<file path="config.mk">
export PLATFORM = sky130hd
export DESIGN_NAME = cmos_capture_rgb565
export DESIGN_NICKNAME = d
export VERILOG_FILES = /design/src/rtl/cmos_capture_rgb565.sv
export SDC_FILE = /design/constraint.sdc
export NUM_CORES = 1
export LEC_CHECK = 0
export ABC_CLOCK_PERIOD_IN_PS = 6300
export CORE_UTILIZATION = 45
export CTS_BUF_LIST = sky130_fd_sc_hd__clkbuf_4 sky130_fd_sc_hd__clkbuf_8
export DETAILED_ROUTE_END_ITERATION = 8
export DONT_BUFFER_PORTS = 1
export GPL_TIMING_DRIVEN = 0
export SLEW_MARGIN = 20
export SYNTH_ARGS = -nofsm -noshare
export SYNTH_HDL_FRONTEND = slang
export SYNTH_SLANG_ARGS = --single-unit
</file>
<file path="constraint.sdc">
create_clock -name clk -period 6.3 [get_ports clk]
set_input_delay 0.315 -clock clk [delete_from_list [all_inputs] [get_ports clk]]
set_output_delay 0.315 -clock clk [all_outputs]
set_load 0.05 [all_outputs]
</file>
<file path="src/rtl/cmos_capture_rgb565.sv">
// cmos_capture_rgb565: OV7670-style 8-bit DVP capture into RGB565 FIFO writes.
// Optional colour-bar test pattern is compiled in with `define CAP_TESTPAT_EN.
module cmos_capture_rgb565 #(
  parameter int unsigned H_PIXELS   = 640,
  parameter int unsigned V_LINES    = 480,
  parameter int unsigned FRAME_SKIP = 10,
  parameter bit          VS_POL     = 1'b1
) (
  input  logic        clk,
  input  logic        rst,
  input  logic        sdram_init_done,
  input  logic        cam_vsync,
  input  logic        cam_href,
  input  logic [7:0]  cam_data,
  input  logic        test_mode,
  output logic        sys_we,
  output logic [15:0] sys_data_in,
  output logic        frame_valid,
  output logic        frame_done,
  output logic [7:0]  frame_cnt,
  output logic        size_err
);

  localparam int unsigned PIX_W  = 11;
  localparam int unsigned LINE_W = 10;
  localparam int unsigned SKIP_W = 8;
  localparam int unsigned CNT_W  = 8;
  localparam int unsigned DATA_W = 16;

  localparam logic [PIX_W-1:0]  PIX_MAX  = '1;
  localparam logic [PIX_W-1:0]  H_LIM    = PIX_W'(H_PIXELS);
  localparam logic [LINE_W-1:0] V_LIM    = LINE_W'(V_LINES);
  localparam logic [LINE_W-1:0] V_SAT    = LINE_W'(V_LINES + 1);
  localparam logic [SKIP_W-1:0] SKIP_LIM = SKIP_W'(FRAME_SKIP);

  typedef enum logic [1:0] {
    WAIT_INIT,
    SKIP,
    WAIT_VS,
    CAPTURE
  } state_t;

  state_t state, state_nxt;

  logic              vs_r, hr_r, vs_act_d, hr_d;
  logic [7:0]        d_r;
  logic              vs_act_c, frame_start_c, frame_end_c, line_end_c;

  logic [SKIP_W-1:0] skip_cnt, skip_nxt;
  logic [LINE_W-1:0] line_cnt, line_nxt;
  logic [PIX_W-1:0]  pix_cnt, pix_nxt;
  logic              phase, phase_nxt;
  logic [7:0]        hi, hi_nxt;
  logic              we_nxt, done_nxt, valid_nxt, err_nxt;
  logic [DATA_W-1:0] data_nxt, pix_rgb_c;
  logic [CNT_W-1:0]  fcnt_nxt;

  assign vs_act_c      = (vs_r == VS_POL);
  assign frame_start_c = vs_act_d & ~vs_act_c;
  assign frame_end_c   = ~vs_act_d & vs_act_c;
  assign line_end_c    = hr_d & ~hr_r;

`ifdef CAP_TESTPAT_EN
  localparam int unsigned BAR_W = (H_PIXELS / 8 == 0) ? 1 : H_PIXELS / 8;
  logic [2:0]        bar_idx_c;
  logic [DATA_W-1:0] bar_rgb_c;

  assign bar_idx_c = 3'(pix_cnt / PIX_W'(BAR_W));

  // Colour-bar lookup for the current pixel column
  always_comb begin
    bar_rgb_c = 16'h0000;
    case (bar_idx_c)
      3'd0: bar_rgb_c = 16'hFFFF;
      3'd1: bar_rgb_c = 16'hFFE0;
      3'd2: bar_rgb_c = 16'h07FF;
      3'd3: bar_rgb_c = 16'h07E0;
      3'd4: bar_rgb_c = 16'hF81F;
      3'd5: bar_rgb_c = 16'hF800;
      3'd6: bar_rgb_c = 16'h001F;
      default: bar_rgb_c = 16'h0000;
    endcase
  end

  assign pix_rgb_c = test_mode ? bar_rgb_c : {hi, d_r};
`else
  logic unused_test_mode;
  assign unused_test_mode = test_mode;
  assign pix_rgb_c = {hi, d_r};
`endif

  // Register the camera pins once; all decisions use these copies
  always_ff @(posedge clk) begin
    if (rst) begin
      vs_r     <= 1'b0;
      hr_r     <= 1'b0;
      d_r      <= 8'h00;
      vs_act_d <= 1'b0;
      hr_d     <= 1'b0;
    end else begin
      vs_r     <= cam_vsync;
      hr_r     <= cam_href;
      d_r      <= cam_data;
      vs_act_d <= vs_act_c;
      hr_d     <= hr_r;
    end
  end

  // FSM state register
  always_ff @(posedge clk) begin
    if (rst) state <= WAIT_INIT;
    else     state <= state_nxt;
  end

  // Next-state, counter and output logic
  always_comb begin
    state_nxt = state;
    skip_nxt  = skip_cnt;
    line_nxt  = line_cnt;
    pix_nxt   = pix_cnt;
    phase_nxt = phase;
    hi_nxt    = hi;
    we_nxt    = 1'b0;
    data_nxt  = sys_data_in;
    done_nxt  = 1'b0;
    valid_nxt = frame_valid;
    fcnt_nxt  = frame_cnt;
    err_nxt   = size_err;

    if (state != WAIT_INIT && !sdram_init_done) begin
      // SDRAM lost: abandon the frame and any half-assembled pixel
      state_nxt = WAIT_INIT;
      phase_nxt = 1'b0;
    end else begin
      unique case (state)
        WAIT_INIT: begin
          if (sdram_init_done) begin
            skip_nxt  = '0;
            state_nxt = (FRAME_SKIP == 0) ? WAIT_VS : SKIP;
          end
        end
        SKIP: begin
          if (frame_end_c) begin
            skip_nxt = skip_cnt + SKIP_W'(1);
            if (skip_cnt + SKIP_W'(1) >= SKIP_LIM) state_nxt = WAIT_VS;
          end
        end
        WAIT_VS: begin
          if (frame_start_c) begin
            state_nxt = CAPTURE;
            line_nxt  = '0;
            pix_nxt   = '0;
            phase_nxt = 1'b0;
          end
        end
        CAPTURE: begin
          if (frame_end_c) begin
            // vsync wins over a still-open line; that partial line is not counted
            if (line_cnt != V_LIM) err_nxt = 1'b1;
            done_nxt  = 1'b1;
            valid_nxt = 1'b1;
            fcnt_nxt  = frame_cnt + CNT_W'(1);
            state_nxt = WAIT_VS;
          end else if (hr_r) begin
            phase_nxt = ~phase;
            if (!phase) begin
              hi_nxt = d_r;
            end else begin
              if (pix_cnt < H_LIM && line_cnt < V_LIM) begin
                we_nxt   = 1'b1;
                data_nxt = pix_rgb_c;
              end
              if (pix_cnt != PIX_MAX) pix_nxt = pix_cnt + PIX_W'(1);
            end
          end else if (line_end_c) begin
            if (pix_cnt != H_LIM || phase) err_nxt = 1'b1;
            if (line_cnt < V_SAT) line_nxt = line_cnt + LINE_W'(1);
            pix_nxt   = '0;
            phase_nxt = 1'b0;
          end
        end
        default: state_nxt = WAIT_INIT;
      endcase
    end
  end

  // Counters, pixel assembly and registered outputs
  always_ff @(posedge clk) begin
    if (rst) begin
      skip_cnt    <= '0;
      line_cnt    <= '0;
      pix_cnt     <= '0;
      phase       <= 1'b0;
      hi          <= 8'h00;
      sys_we      <= 1'b0;
      sys_data_in <= '0;
      frame_done  <= 1'b0;
      frame_valid <= 1'b0;
      frame_cnt   <= '0;
      size_err    <= 1'b0;
    end else begin
      skip_cnt    <= skip_nxt;
      line_cnt    <= line_nxt;
      pix_cnt     <= pix_nxt;
      phase       <= phase_nxt;
      hi          <= hi_nxt;
      sys_we      <= we_nxt;
      sys_data_in <= data_nxt;
      frame_done  <= done_nxt;
      frame_valid <= valid_nxt;
      frame_cnt   <= fcnt_nxt;
      size_err    <= err_nxt;
    end
  end

endmodule
</file>
Yosys cells after proc, flatten, opt, wreduce, memory -nomap -nowiden
Cells that the tools add are included.
{"block": "word_totals", "regBits": 80, "word_cells": 111}
{"block": "op_classes", "addsub": 4, "n_lt_le_gt_ge": 4, "n_eq_ne": 20, "mux": 34, "bitwise": 10, "n_reduce_logical": 22}
{"cell": "2-to-1 mux 11 bit", "n": 6}
{"cell": "2-to-1 mux 10 bit", "n": 5}
{"cell": "case mux 11 bit (2 select lines)", "n": 1}
{"cell": "less-than comparator 10 x 9 -> 1 bit, second input constant", "n": 2}
{"cell": "case mux 10 bit (2 select lines)", "n": 1}
{"cell": "!= test 2 bit, second input constant", "n": 9}
{"cell": "adder 8 x 1 -> 8 bit, second input constant", "n": 2}
{"cell": "2-to-1 mux 8 bit", "n": 2}
{"cell": "case mux 8 bit (2 select lines)", "n": 1}
{"cell": "AND reduction 7 bit", "n": 2}
{"cell": "AND reduction 6 bit", "n": 2}
{"cell": "adder 11 x 1 -> 11 bit, second input constant", "n": 1}
{"cell": "less-than comparator 11 x 10 -> 1 bit, second input constant", "n": 1}
{"cell": "2-to-1 mux 1 bit", "n": 11}
{"cell": "!= test 11 x 10 -> 1 bit, second input constant", "n": 1}
{"cell": "!= test 11 bit, second input constant", "n": 1}
{"cell": "adder 10 x 1 -> 10 bit, second input constant", "n": 1}
{"cell": "2-to-1 mux 2 bit", "n": 5}
{"cell": "!= test 10 x 9 -> 1 bit, second input constant", "n": 1}
{"cell": "AND reduction 5 bit", "n": 2}
{"cell": "nonzero test 2 bit", "n": 5}
{"cell": "!= test 3 bit, second input constant", "n": 3}
{"cell": ">= comparator 8 x 4 -> 1 bit, second input constant", "n": 1}
{"cell": "case mux 2 bit (4 select lines)", "n": 1}
{"cell": "15 further kinds", "n": 27}

Longest topological paths before layout
{"block": "logic_depth", "word_depth": 6, "ltp_mapped": 8}

Worst setup path before layout
OpenSTA, ideal clock, no wires.
{"block": "synth_path", "path_kind": "flip-flop to flip-flop", "from": "register line_cnt[0]", "to": "register line_cnt[6]", "setup_time_ns": 0.070, "arrival_ns": 2.132, "required_ns": 6.230, "path_slack_ns": 4.098, "path_stages_with_launch": 8, "path_buffers": 0, "cell_sequence": "dfxtp_1 > inv_1 > ha_1 > or4b_4 > a2111oi_4 > o21ai_2 > or4_1 > a21oi_1"}
{"block": "synth_between", "elab_chain_cells": 6, "elab_cells_between_ends": 9}
{"item": "from (decl)", "line_no": "50", "text": "logic [LINE_W-1:0] line_cnt, line_nxt;"}
{"item": "from (signal assigned)", "line_no": "203", "text": "line_cnt <= line_nxt;"}
{"item": "adder 10 x 1 -> 10 bit", "line_no": "177", "text": "if (line_cnt < V_SAT) line_nxt = line_cnt + LINE_W'(1);"}
{"item": "2-to-1 mux 10 bit", "line_no": "177"}
{"item": "2-to-1 mux 10 bit", "line_no": "175", "text": "end else if (line_end_c) begin"}
{"item": "2-to-1 mux 10 bit", "line_no": "164", "text": "end else if (hr_r) begin"}
{"item": "2-to-1 mux 10 bit", "line_no": "157", "text": "if (frame_end_c) begin"}
{"item": "case mux 10 bit (2 select lines)", "line_no": "135", "text": "unique case (state)"}
Parallel ways exist; a longest one is shown, timed or not. The select of a mux whose other input is x is not followed.
A chain may end at the register's enable or synchronous reset.

Worst setup path after layout
{"block": "layout_path", "from": "register line_cnt[0]", "to": "register line_cnt[7]"}
Same word-level chain as after synthesis.

==> metrics.md <==
| Metric | Value |
|---|---|
| Status | `complete, no violations` |
| Commonest non-fill, non-tap cell in the layout | `dfxtp_1` |
| Unrepaired setup endpoints after global routing | `no` |
| Ys flop type | `dfxtp_1` |
| Placement Setup Slack | `3.901 ns` |
| Non-filler cells, final | `514` |
| CP max FO | `6` |
| Clock power share | `0.447` |
| Vias in the first global route | `2739` |
| Final wirelength | `7.963 mm` |
| Worst r2r path cells | `7` |
| Placed insts | `498` |
| # nets final | `429` |
| Synth unique cells | `56` |
| Max frequency | `416.2 MHz` |
| Worst-Margin Slew | `1.012 ns` |
| Post-cts repair resize count | `0` |
| Via count | `2870` |
| Register area share after synthesis | `0.4461` |
| Synthesis Warnings | `0` |
| Worst min path class | `input pin to flop` |
| IO Port Bufs | `0` |
| Clock-pin slew on the worst setup and hold paths | `about 0.09 ns` |
| Critical path class | `flop to flop` |
| Final global-route overflow total | `0` |
| Die ar. | `8338 sq um` |
| Data arrival, critical path | `approximately 2.7 ns` |
| Buf/Inv on CP | `1` |
| Commonest cells after routing, fill and taps aside | `dfxtp_1, nor2_1, a21oi_1, mux2i_1, nand3_1` |
| Final period utilization | `0.3814` |
| Synthesized area per cell | `9.065 sq um` |
| First-pass detailed-route iteration total | `5` |
| Pwr Total | `975.8 uW` |
| Hold EP | `d_r[5]` |
| #FFs+latches synth | `80` |
| Synth-to-Final Area Change | `9.969%` |
| Cell row count | `32` |
| Root Driver | `clkbuf_8` |
| Pwr per Cell Area | `247.2 nW/um^2` |
| Skew-Pair Late Insertion Delay | `0.35 ns` |
| Fraction of registers with async set/reset | `0` |
| Wire length of the first global-routing pass | `13.05 mm` |
| Static Leak | `about 1.4 nW` |
| Gr usage total | `0.1948` |
| Hold slack | `0.08821 ns` |
| Core ar. | `7727 sq um` |
| Critical path launch point type | `flop` |
| GP Congestion | `~0.80` |
| Post-route ant nets | `0` |
| Post-CTS Hold Fix Bufs | `0` |
| Final core area utilization | `0.5108` |
| Reg2Reg Launch Point | `line_cnt[0]` |
| Mapped Cells | `396` |
| Dpl hpwl | `~5.5 mm` |
| Clk_skew | `between 0.015 and 0.02 ns` |
| Cell Area, Placed | `3717 sq um` |
| CP Cell Sequence | `inv_1, ha_1, or4b_4, a2111oi_4, o21ai_2, or4_1, a21oi_1` |
| Ports | `42` |
| Worst EP required | `6.58 ns` |
| Mapped Area | `about 3600 sq um` |
| NetSw | `approximately 230 uW` |
| Share of cells above drive strength 1 | `0.08252` |
| Antenna cells | `0` |
| R2R Setup Slk | `3.90 ns` |
| Initial antenna violation count | `0` |
| CTS H-tree depth | `3` |
| WL per Instance | `15.49 um` |
| P_int | `749.7 uW` |
| Hold Path Depth | `1` |
| Final setup vio count | `0` |
| Fillers | `707` |
| CTS buffer count | `9` |
| CTS Sinks | `80` |
| Critical Path Sink Type | `flop` |
| Max Transition Viols Final | `0` |
| Sum Neg Setup Slack | `0 ns` |
| Die H | `91.32 um` |
| Final min period | `2.403 ns` |
| Detailed Route Iter0 Violations | `100` |
| Critical path's slowest cell | `a2111oi_4` |
| Post-synth EDFFs | `0` |
| Multi-input gate area | `1841 sq um` |
| Finished Cell Area | `3948 sq um` |
| Sequential power share | `0.526` |
| Crit path max-delay family | `simple AND/OR/NAND/NOR gates` |
| Maximum root-to-sink buffer count | `2` |
| R2R Path End | `line_cnt[7]` |
| Largest net degree at the start of global routing | `17` |
| Initial Utilization | `0.4645` |
| Vias/cell | `5.584` |
| Setup ws final | `3.897 ns` |
| Max_slew headroom | `0.3231` |
| Postcts setup bufs | `0` |
| Reg area | `1602 sq um` |
| # DRC | `0` |
| Switching share of power | `0.2317` |
| Endpoints failing hold | `0` |
| CP peak stage delay | `around 0.56 ns` |
| Combinational group share of total power | `0.028` |
| Origin of the worst min-delay path | `cam_data[5]` |
| Max Cap Viol | `0` |
| Max IR drop VDD | `0.1258 mV` |
| Die Width | `91.32 um` |
| CTS tree | `done` |
| Syn Nets | `about 420` |
==> routing by layer <==
| layer | wire length, um | vias to the layer above | part of all wire | GRT usage |
|---|---|---|---|---|
| met2 | 3561 | 67 | 0.45 | 0.3056 |
| met5 | 0 | - | 0 | 0 |
| li1 | - | 1457 | - | - |
| met1 | 3862 | 1335 | 0.48 | 0.2581 |
| met3 | 426 | 11 | 0.053 | 0.05109 |
| met4 | 112 | 0 | 0.014 | 0.06878 |
==> cell families after synthesis <==
logic type                 after synthesis  share of synthesized area
xor gates and xnor gates                 8                    0.01952
adders and majority gates                8                    0.02789
DFF                                     80                     0.4461
buffers and inverters                   29                    0.04113
muxes                                   27                    0.07529
AOI/OAI and AO/OA                       73                     0.1325
and+or+nand+nor                        171                     0.2576
==> how the worst max path moves through the flow <==
stage	startpoint	to	slack, ns	cells past startpoint
3_5_place_dp	line_cnt[0]	line_cnt[7]	3.90	7
2_1_floorplan	line_cnt[0]	line_cnt[6]	4.10	7
5_1_grt	line_cnt[0]	line_cnt[7]	3.71	7
4_1_cts	line_cnt[0]	line_cnt[7]	3.86	7
6_report	line_cnt[0]	line_cnt[7]	3.90	7
3_3_place_gp	line_cnt[0]	line_cnt[6]	3.88	7
==> layout make-up <==
class	count	area share
multi-input combinational	287	0.4662
sequential	80	0.4057
tap	102	0.03233
clock buffer	9	0.03138
buffer	19	0.02789
clock inverter	7	0.02694
inverter	10	0.009509
==> power groups by stage <==
stage | combinational, mW | sequential [mW] | clock (mW)
after floorplan | 0.0194 | 0.524 | 0
after global placement | 0.0271 | 0.525 | 0
after detailed placement | 0.0271 | 0.525 | 0
after CTS | 0.0272 | 0.513 | 0.447
after global routing | 0.0293 | 0.514 | 0.469
final | 0.0271 | 0.513 | 0.436
==> synth_stat cells, drive strengths merged (6+ instances only) <==
master / instances / area [sq um]
o31ai: 7 / 52.55
inv: 10 / 37.54
o21ai: 18 / 93.84
nor3: 8 / 45.04
nor2: 56 / 210.2
nor2b: 13 / 81.33
and3: 11 / 71.31
buf: 6 / 51.30
nand4: 6 / 37.54
or4: 10 / 75.07
dfxtp: 80 / 1602
nand2: 16 / 60.06
clkbuf: 13 / 58.80
nand3: 19 / 95.09
a21oi: 27 / 135.1
mux2i: 27 / 270.3
ha: 8 / 100.1
==> flip-flops by register name, indices dropped and copies added (netlist names) <==
| signal | count |
|---|---|
| vs_act_c | 1 |
| frame_done | 1 |
| hr_d | 1 |
| hr_r | 1 |
| skip_cnt | 8 |
| d_r | 8 |
| state | 2 |
| frame_cnt | 8 |
| sys_we | 1 |
| size_err | 1 |
| phase | 1 |
| vs_act_d | 1 |
| pix_cnt | 11 |
| frame_valid | 1 |
| line_cnt | 10 |
| hi | 8 |
| sys_data_in | 16 |
(Power assumes the default switching activity.)
